--- config.mk ---
export PLATFORM = sky130hd
export DESIGN_NAME = bcd_time_keeper
export DESIGN_NICKNAME = d
export VERILOG_FILES = /design/src/rtl/bcd_time_keeper.sv
export SDC_FILE = /design/constraint.sdc
export NUM_CORES = 1
export LEC_CHECK = 0
export BUFFER_PORTS_ARGS = -buffer_cell sky130_fd_sc_hd__buf_2
export CORE_UTILIZATION = 50
export CTS_CLUSTER_DIAMETER = 50
export CTS_CLUSTER_SIZE = 28
export DETAILED_ROUTE_END_ITERATION = 6
export GPL_ROUTABILITY_DRIVEN = 0
export GPL_TIMING_DRIVEN = 0
export PLACE_DENSITY = 0.76
export SLEW_MARGIN = 20
export SYNTH_ARGS = -nofsm -noshare
export SYNTH_HDL_FRONTEND = slang
export SYNTH_SLANG_ARGS = --single-unit
--- constraint.sdc ---
create_clock -name clk -period 2.6 [get_ports clk]
set_clock_uncertainty 0.2 [all_clocks]
set_input_delay 0 -clock clk [delete_from_list [all_inputs] [get_ports clk]]
set_output_delay 0 -clock clk [all_outputs]
set_load 0.1 [all_outputs]
--- src/rtl/bcd_time_keeper.sv ---
// HH:MM:SS BCD time-of-day counter with on-chip second prescaler, 12/24-hour build option,
// RUN/SET/HOLD modes, validated parallel load and per-field set increments.
module bcd_time_keeper #(
  parameter int TICK_DIV    = 50000000,
  parameter bit TWELVE_HOUR = 1'b0
) (
  input  logic        clk,
  input  logic        rst_n,
  input  logic [1:0]  mode,
  input  logic        load_valid,
  output logic        load_ready,
  input  logic [23:0] time_in,
  input  logic        pm_in,
  input  logic        inc,
  input  logic [1:0]  field_sel,
  output logic [23:0] time_bcd,
  output logic        pm,
  output logic        sec_tick,
  output logic        day_wrap,
  output logic        load_err
);

  typedef enum logic [1:0] {
    MODE_RUN      = 2'b00,
    MODE_SET      = 2'b01,
    MODE_HOLD     = 2'b10,
    MODE_HOLD_ALT = 2'b11
  } mode_t;

  typedef enum logic [1:0] {
    FIELD_SEC  = 2'b00,
    FIELD_MIN  = 2'b01,
    FIELD_HOUR = 2'b10,
    FIELD_NONE = 2'b11
  } field_t;

  localparam int            CW         = $clog2(TICK_DIV);
  localparam logic [CW-1:0] LAST_COUNT = CW'(TICK_DIV - 1);
  localparam logic [23:0]   RESET_TIME = TWELVE_HOUR ? 24'h120000 : 24'h000000;

  mode_t         mode_cur;
  field_t        field_cur;
  logic [CW-1:0] count;
  logic          in_run;
  logic          in_set;
  logic          tick;
  logic          load_fire;
  logic          load_ok;
  logic          set_fire;

  logic [8:0]    sec_step;
  logic [8:0]    min_step;
  logic [9:0]    hour_step;
  logic [23:0]   run_time;
  logic          run_pm;
  logic          run_wrap;
  logic [23:0]   set_time;
  logic          set_pm;

  // Minutes/seconds field step: returns {carry, next} with the 59 -> 00 roll.
  function automatic logic [8:0] step_sexa(input logic [7:0] v);
    if (v[3:0] == 4'd9) begin
      if (v[7:4] == 4'd5)
        return {1'b1, 8'h00};
      return {1'b0, v[7:4] + 4'd1, 4'd0};
    end
    return {1'b0, v[7:4], v[3:0] + 4'd1};
  endfunction

  // Hour field step: returns {pm_toggle, wrap_24h, next}.
  function automatic logic [9:0] step_hour(input logic [7:0] v);
    logic [7:0] n;
    logic       toggle;
    logic       wrap;
    toggle = 1'b0;
    wrap   = 1'b0;
    if (v[3:0] == 4'd9)
      n = {v[7:4] + 4'd1, 4'd0};
    else
      n = {v[7:4], v[3:0] + 4'd1};
    if (TWELVE_HOUR) begin
      if (v == 8'h12)
        n = 8'h01;
      else if (v == 8'h11)
        toggle = 1'b1;
    end else if (v == 8'h23) begin
      n    = 8'h00;
      wrap = 1'b1;
    end
    return {toggle, wrap, n};
  endfunction

  function automatic logic load_legal(input logic [23:0] t);
    logic ok;
    ok = 1'b1;
    for (int i = 0; i < 6; i++)
      if (t[4*i +: 4] > 4'd9)
        ok = 1'b0;
    if (t[7:4] > 4'd5 || t[15:12] > 4'd5)
      ok = 1'b0;
    // Digits are already known to be BCD here, so a binary compare orders hours correctly.
    if (TWELVE_HOUR) begin
      if (t[23:16] == 8'h00 || t[23:16] > 8'h12)
        ok = 1'b0;
    end else if (t[23:16] > 8'h23) begin
      ok = 1'b0;
    end
    return ok;
  endfunction

  assign mode_cur   = mode_t'(mode);
  assign field_cur  = field_t'(field_sel);
  assign in_run     = (mode_cur == MODE_RUN);
  assign in_set     = (mode_cur == MODE_SET);
  assign load_ready = !in_run;
  assign load_fire  = load_valid && load_ready;
  assign load_ok    = load_legal(time_in);
  assign set_fire   = in_set && inc && (field_cur != FIELD_NONE);
  assign tick       = in_run && (count == LAST_COUNT);

  assign sec_step  = step_sexa(time_bcd[7:0]);
  assign min_step  = step_sexa(time_bcd[15:8]);
  assign hour_step = step_hour(time_bcd[23:16]);

  // RUN advance: cascaded carries seconds -> minutes -> hours.
  always_comb begin
    run_time = {time_bcd[23:8], sec_step[7:0]};
    run_pm   = pm;
    run_wrap = 1'b0;
    if (sec_step[8]) begin
      run_time[15:8] = min_step[7:0];
      if (min_step[8]) begin
        run_time[23:16] = hour_step[7:0];
        run_pm          = pm ^ hour_step[9];
        run_wrap        = TWELVE_HOUR ? (hour_step[9] & pm) : hour_step[8];
      end
    end
  end

  // SET increment: the selected field rolls on its own, nothing carries out of it.
  always_comb begin
    set_time = time_bcd;
    set_pm   = pm;
    case (field_cur)
      FIELD_SEC:  set_time[7:0]   = sec_step[7:0];
      FIELD_MIN:  set_time[15:8]  = min_step[7:0];
      FIELD_HOUR: begin
        set_time[23:16] = hour_step[7:0];
        set_pm          = pm ^ hour_step[9];
      end
      default:    set_time = time_bcd;
    endcase
  end

  always_ff @(posedge clk or negedge rst_n) begin
    if (!rst_n) begin
      time_bcd <= RESET_TIME;
      pm       <= 1'b0;
      count    <= '0;
      sec_tick <= 1'b0;
      day_wrap <= 1'b0;
      load_err <= 1'b0;
    end else begin
      sec_tick <= 1'b0;
      day_wrap <= 1'b0;
      load_err <= 1'b0;
      if (load_fire) begin
        if (load_ok) begin
          time_bcd <= time_in;
          pm       <= TWELVE_HOUR ? pm_in : 1'b0;
        end else begin
          load_err <= 1'b1;
        end
      end else if (set_fire) begin
        time_bcd <= set_time;
        pm       <= set_pm;
      end else if (tick) begin
        time_bcd <= run_time;
        pm       <= run_pm;
        sec_tick <= 1'b1;
        day_wrap <= run_wrap;
      end
      // Held at zero outside RUN so the first tick lands a full period after entering RUN.
      if (!in_run)
        count <= '0;
      else if (tick)
        count <= '0;
      else
        count <= count + CW'(1);
    end
  end

endmodule

==> key figures <==
Run status
  • Status: complete, but fails checks
  • Failing checks: setup timing

Placement
  • # port buffers: 59
  • Post-DP HPWL: 6123 um

Min path
  • Hold Path Depth: 4
  • Hold Crit Start: mode[0]
  • Min-Delay Path Class: primary input to flip-flop
  • Hold Path End: count[6]$_DFF_PN0_

Detailed routing
  • DRT Wirelength: 9261 um
  • DRT met1 WL: 4152 um
  • DR pass1 iterations: 7
  • Met3 wire length: 682 um
  • Post-route DRC violation count: 0
  • DRT antenna net count: 0
  • Drt wl/cell: 17.18 um
  • Met2 WL: 4233 um
  • Via/cell ratio: 6.156
  • Via count: 3,318
  • Initial drt markers: 320
  • DR top layer: met4

Timing
  • Hold slack final: 0.03464 ns
  • RSZ-0062 raised after global routing: true
  • FMAX: 379.3 MHz
  • Max-slew violations: 0
  • Final hold violations: 0
  • Count of final setup violators: 8
  • Slew HR: 50.78%
  • Least-Margin Pin Slew: 0.7322 ns
  • Final period util: 101.4%
  • Setup ws final: -0.03643 ns
  • Minimum clock period after layout: 2.636 ns

Final layout
  • Fin util: 68.08%
  • Fillcell total: 480
  • Fraction of final layout cells sized beyond drive strength 1: 27.71%
  • # diodes: 0
  • Register area: 0.001366 mm2
  • Area of the multi-input gates: 0.001953 mm2
  • Fin nets: 503
  • Area Growth Syn to Fin: 30.82%

Synthesis
  • Post-synthesis cell count: 355
  • Syn Nets: 397
  • YS warnings: 0
  • Ys async rst share: 100.0%
  • Dominant synthesized flop cell: dfrtp_1
  • #FFs+latches synth: 53
  • Avg Inst Size Synth: 9.308 um2
  • Seq/Total Area, Yosys: 40.14%
  • Post-synth EDFFs: 0
  • Distinct cells, synth: 63
  • Cell area after synthesis: 0.003304 mm2

Clock tree
  • Clock buffer depth: 2
  • TritonCTS Sinks: 53
  • Worst skew pair latency: 0.31 ns
  • TritonCTS clock tree: yes
  • Cts bufs inserted: 5
  • Clock edge transition at the registers on the reported setup and hold paths: 0.10 ns
  • CTS root buffer: clkbuf_8
  • Htree depth: 2

Worst setup path
  • Nature of the critical path endpoint: flip-flop
  • Critical path launch point type: flip-flop
  • Slowest stage cell on the critical path: or4_1
  • R2R setup slack: -0.04 ns
  • Critical-path maximum fanout: 5
  • WP data arrival: 2.66 ns
  • Worst path cell trace: or4_1, or4_4, nor4_4, buf_4, o211ai_1, o2bb2ai_1
  • Req. time, crit path: 2.63 ns
  • R2R depth: 6
  • Critical path class: flip-flop to flip-flop
  • Critical R2R Capture: time_bcd[8]$_DFFE_PN0P_
  • Critical Path Max Stage Delay: 0.52 ns
  • Worst R2R Start: count[11]$_DFF_PN0_

Floorplanning
  • Core ar.: 0.006350 mm2
  • Die footprint: 0.006938 mm2
  • Chip width: 83.30 um
  • Height of the die: 83.30 um
  • Row count: 29
  • Initial Util: 52.04%
  • Io pins: 62

Global route
  • Overflow after GRT: 0
  • Global-route wire length before repair: 15,240 um
  • Largest net degree at the start of global routing: 54
  • GRT Total Usage: 26.91%
  • Initial antenna violation count: 0
  • Vias in the first global route: 3,091

Pwr
  • Power Dens Cells: 898.1 mW/mm2
  • Pleak: 1.862 nW
  • Worst vdd ir: 0.001011 V

Run
  • Number of max-cap violations: 0
## routing by layer
metal	up-vias	GRT usage, %
met1	1596	38.84
met5	-	0
li1	1531	-
met4	0	7.837
met3	28	4.970
met2	163	41.28
## logic make-up (layout without fill, tap and decap cells)
| group | count (synthesis) | in the layout | share of synthesized area (%) |
|---|---|---|---|
| simple gates | 148 | 148 | 24.95 |
| compound gates | 88 | 88 | 19.69 |
| flops | 53 | 53 | 40.14 |
| buf+inv | 26 | 133 | 3.408 |
| xor+xnor | 24 | 24 | 6.361 |
| fa+ha+maj | 9 | 9 | 3.408 |
| mux | 6 | 6 | 1.931 |
| other cells | 1 | 1 | 0.1135 |
## power by group
part / leakage, nW / internal, mW / total, mW / switching [mW]
registers: 0.681 / 1.03 / 1.27 / 0.243
clock network: 0.0554 / 0.290 / 0.571 / 0.282
logic: 1.13 / 0.461 / 2.04 / 1.58
total: 1.86 / 1.78 / 3.88 / 2.11
## metrics by stage
| step | std cells | setup TNS, ns | area [um2] | worst slack (ns) | power, mW |
|---|---|---|---|---|---|
| 2_1_floorplan | 355 | -0.1541 | 3371 | -0.08121 | 2.867 |
| 4_1_cts | 533 | -1.100 | 4238 | -0.1428 | 3.850 |
| 3_5_place_dp | 491 | -4.463 | 3765 | -0.2086 | 3.243 |
| 6_report | 539 | -0.1462 | 4323 | -0.03643 | 3.883 |
| 5_1_grt | 539 | -1.946 | 4323 | -0.1969 | 4.056 |
| 3_3_place_gp | 491 | -4.625 | 3762 | -0.2325 | 3.207 |
## registers in the layout, indices dropped and copies added, names as in the netlist
| register | count |
|---|---|
| count | 26 |
| time_bcd | 24 |
| day_wrap | 1 |
| load_err | 1 |
| sec_tick | 1 |
## final cells by class
class                      instances  area share, %
clock buffer                       6          1.679
tap                               77          2.229
inverter                          11         0.9551
multi-input combinational        276          45.18
clock inverter                     2         0.8972
timing repair buffer             100          15.72
sequential                        53          31.61
buffer                            14          1.737
## critical path, delay by kind of cell (launching register included)
family | cells | cell delay [ns]
compound gates | 2 | 0.50
buf+inv | 1 | 0.19
flops | 1 | 0.40
simple gates | 3 | 1.26
## how the worst max path moves through the flow
stage	startpoint	to	slack, ns
CTS	count[9]$_DFF_PN0_	time_bcd[7]$_DFFE_PN0P_	-0.14
floorplan	count[11]$_DFF_PN0_	time_bcd[7]$_DFFE_PN0P_	-0.08
finish	count[11]$_DFF_PN0_	time_bcd[8]$_DFFE_PN0P_	-0.04
global placement	count[11]$_DFF_PN0_	time_bcd[13]$_DFFE_PN0P_	-0.23
global route	count[0]$_DFF_PN0_	time_bcd[8]$_DFFE_PN0P_	-0.20
detailed placement	count[11]$_DFF_PN0_	time_bcd[13]$_DFFE_PN0P_	-0.21
## repair_timing
action | in CTS | in global routing
gates resized for setup | 12 | 6
pin swaps | 11 | 12
hold buffers | 25 | 0
endpoints found under the setup margin | 37 | 42
setup buffers | 10 | 6
hold endpoints to repair | 77 | 0
## cell usage after synthesis (3+ instances only)
master | number | area (um2)
mux2i_1 | 3 | 30.03
ha_1 | 9 | 112.6
nor3b_1 | 4 | 30.03
or4_1 | 3 | 22.52
o2111ai_1 | 9 | 78.83
nor4b_1 | 4 | 35.03
xor2_1 | 12 | 105.1
a22oi_1 | 3 | 22.52
o21a_1 | 5 | 37.54
o2bb2ai_1 | 12 | 105.1
nor4bb_1 | 4 | 40.04
a21oi_1 | 19 | 95.09
nor3_1 | 8 | 40.04
nand3_1 | 21 | 105.1
nand4_1 | 7 | 43.79
xnor2_1 | 12 | 105.1
nand2b_1 | 5 | 31.28
and3_1 | 9 | 56.30
nand2_1 | 25 | 93.84
o21ai_0 | 11 | 55.05
nor4_1 | 5 | 31.28
dfrtp_1 | 53 | 1326
buf_2 | 3 | 15.01
nor2b_1 | 3 | 18.77
inv_1 | 11 | 41.29
o211ai_1 | 5 | 37.54
nand4bb_1 | 3 | 33.78
o31ai_1 | 3 | 22.52
clkbuf_1 | 9 | 33.78
nor2_1 | 36 | 135.1
## placed cells by master (no fill, tap or decap), drive strengths merged, types with 9 or more instances in the layout
cell,instances
a21oi,19
and3,9
buf,80
clkbuf,15
dfrtp,53
dlygate4sd3,25
ha,9
inv,11
nand2,25
nand3,21
nor2,36
nor3,9
o2111ai,10
o21ai,12
o2bb2ai,12
xnor2,12
xor2,12
No activity file was read; power rests on OpenSTA's default activity.
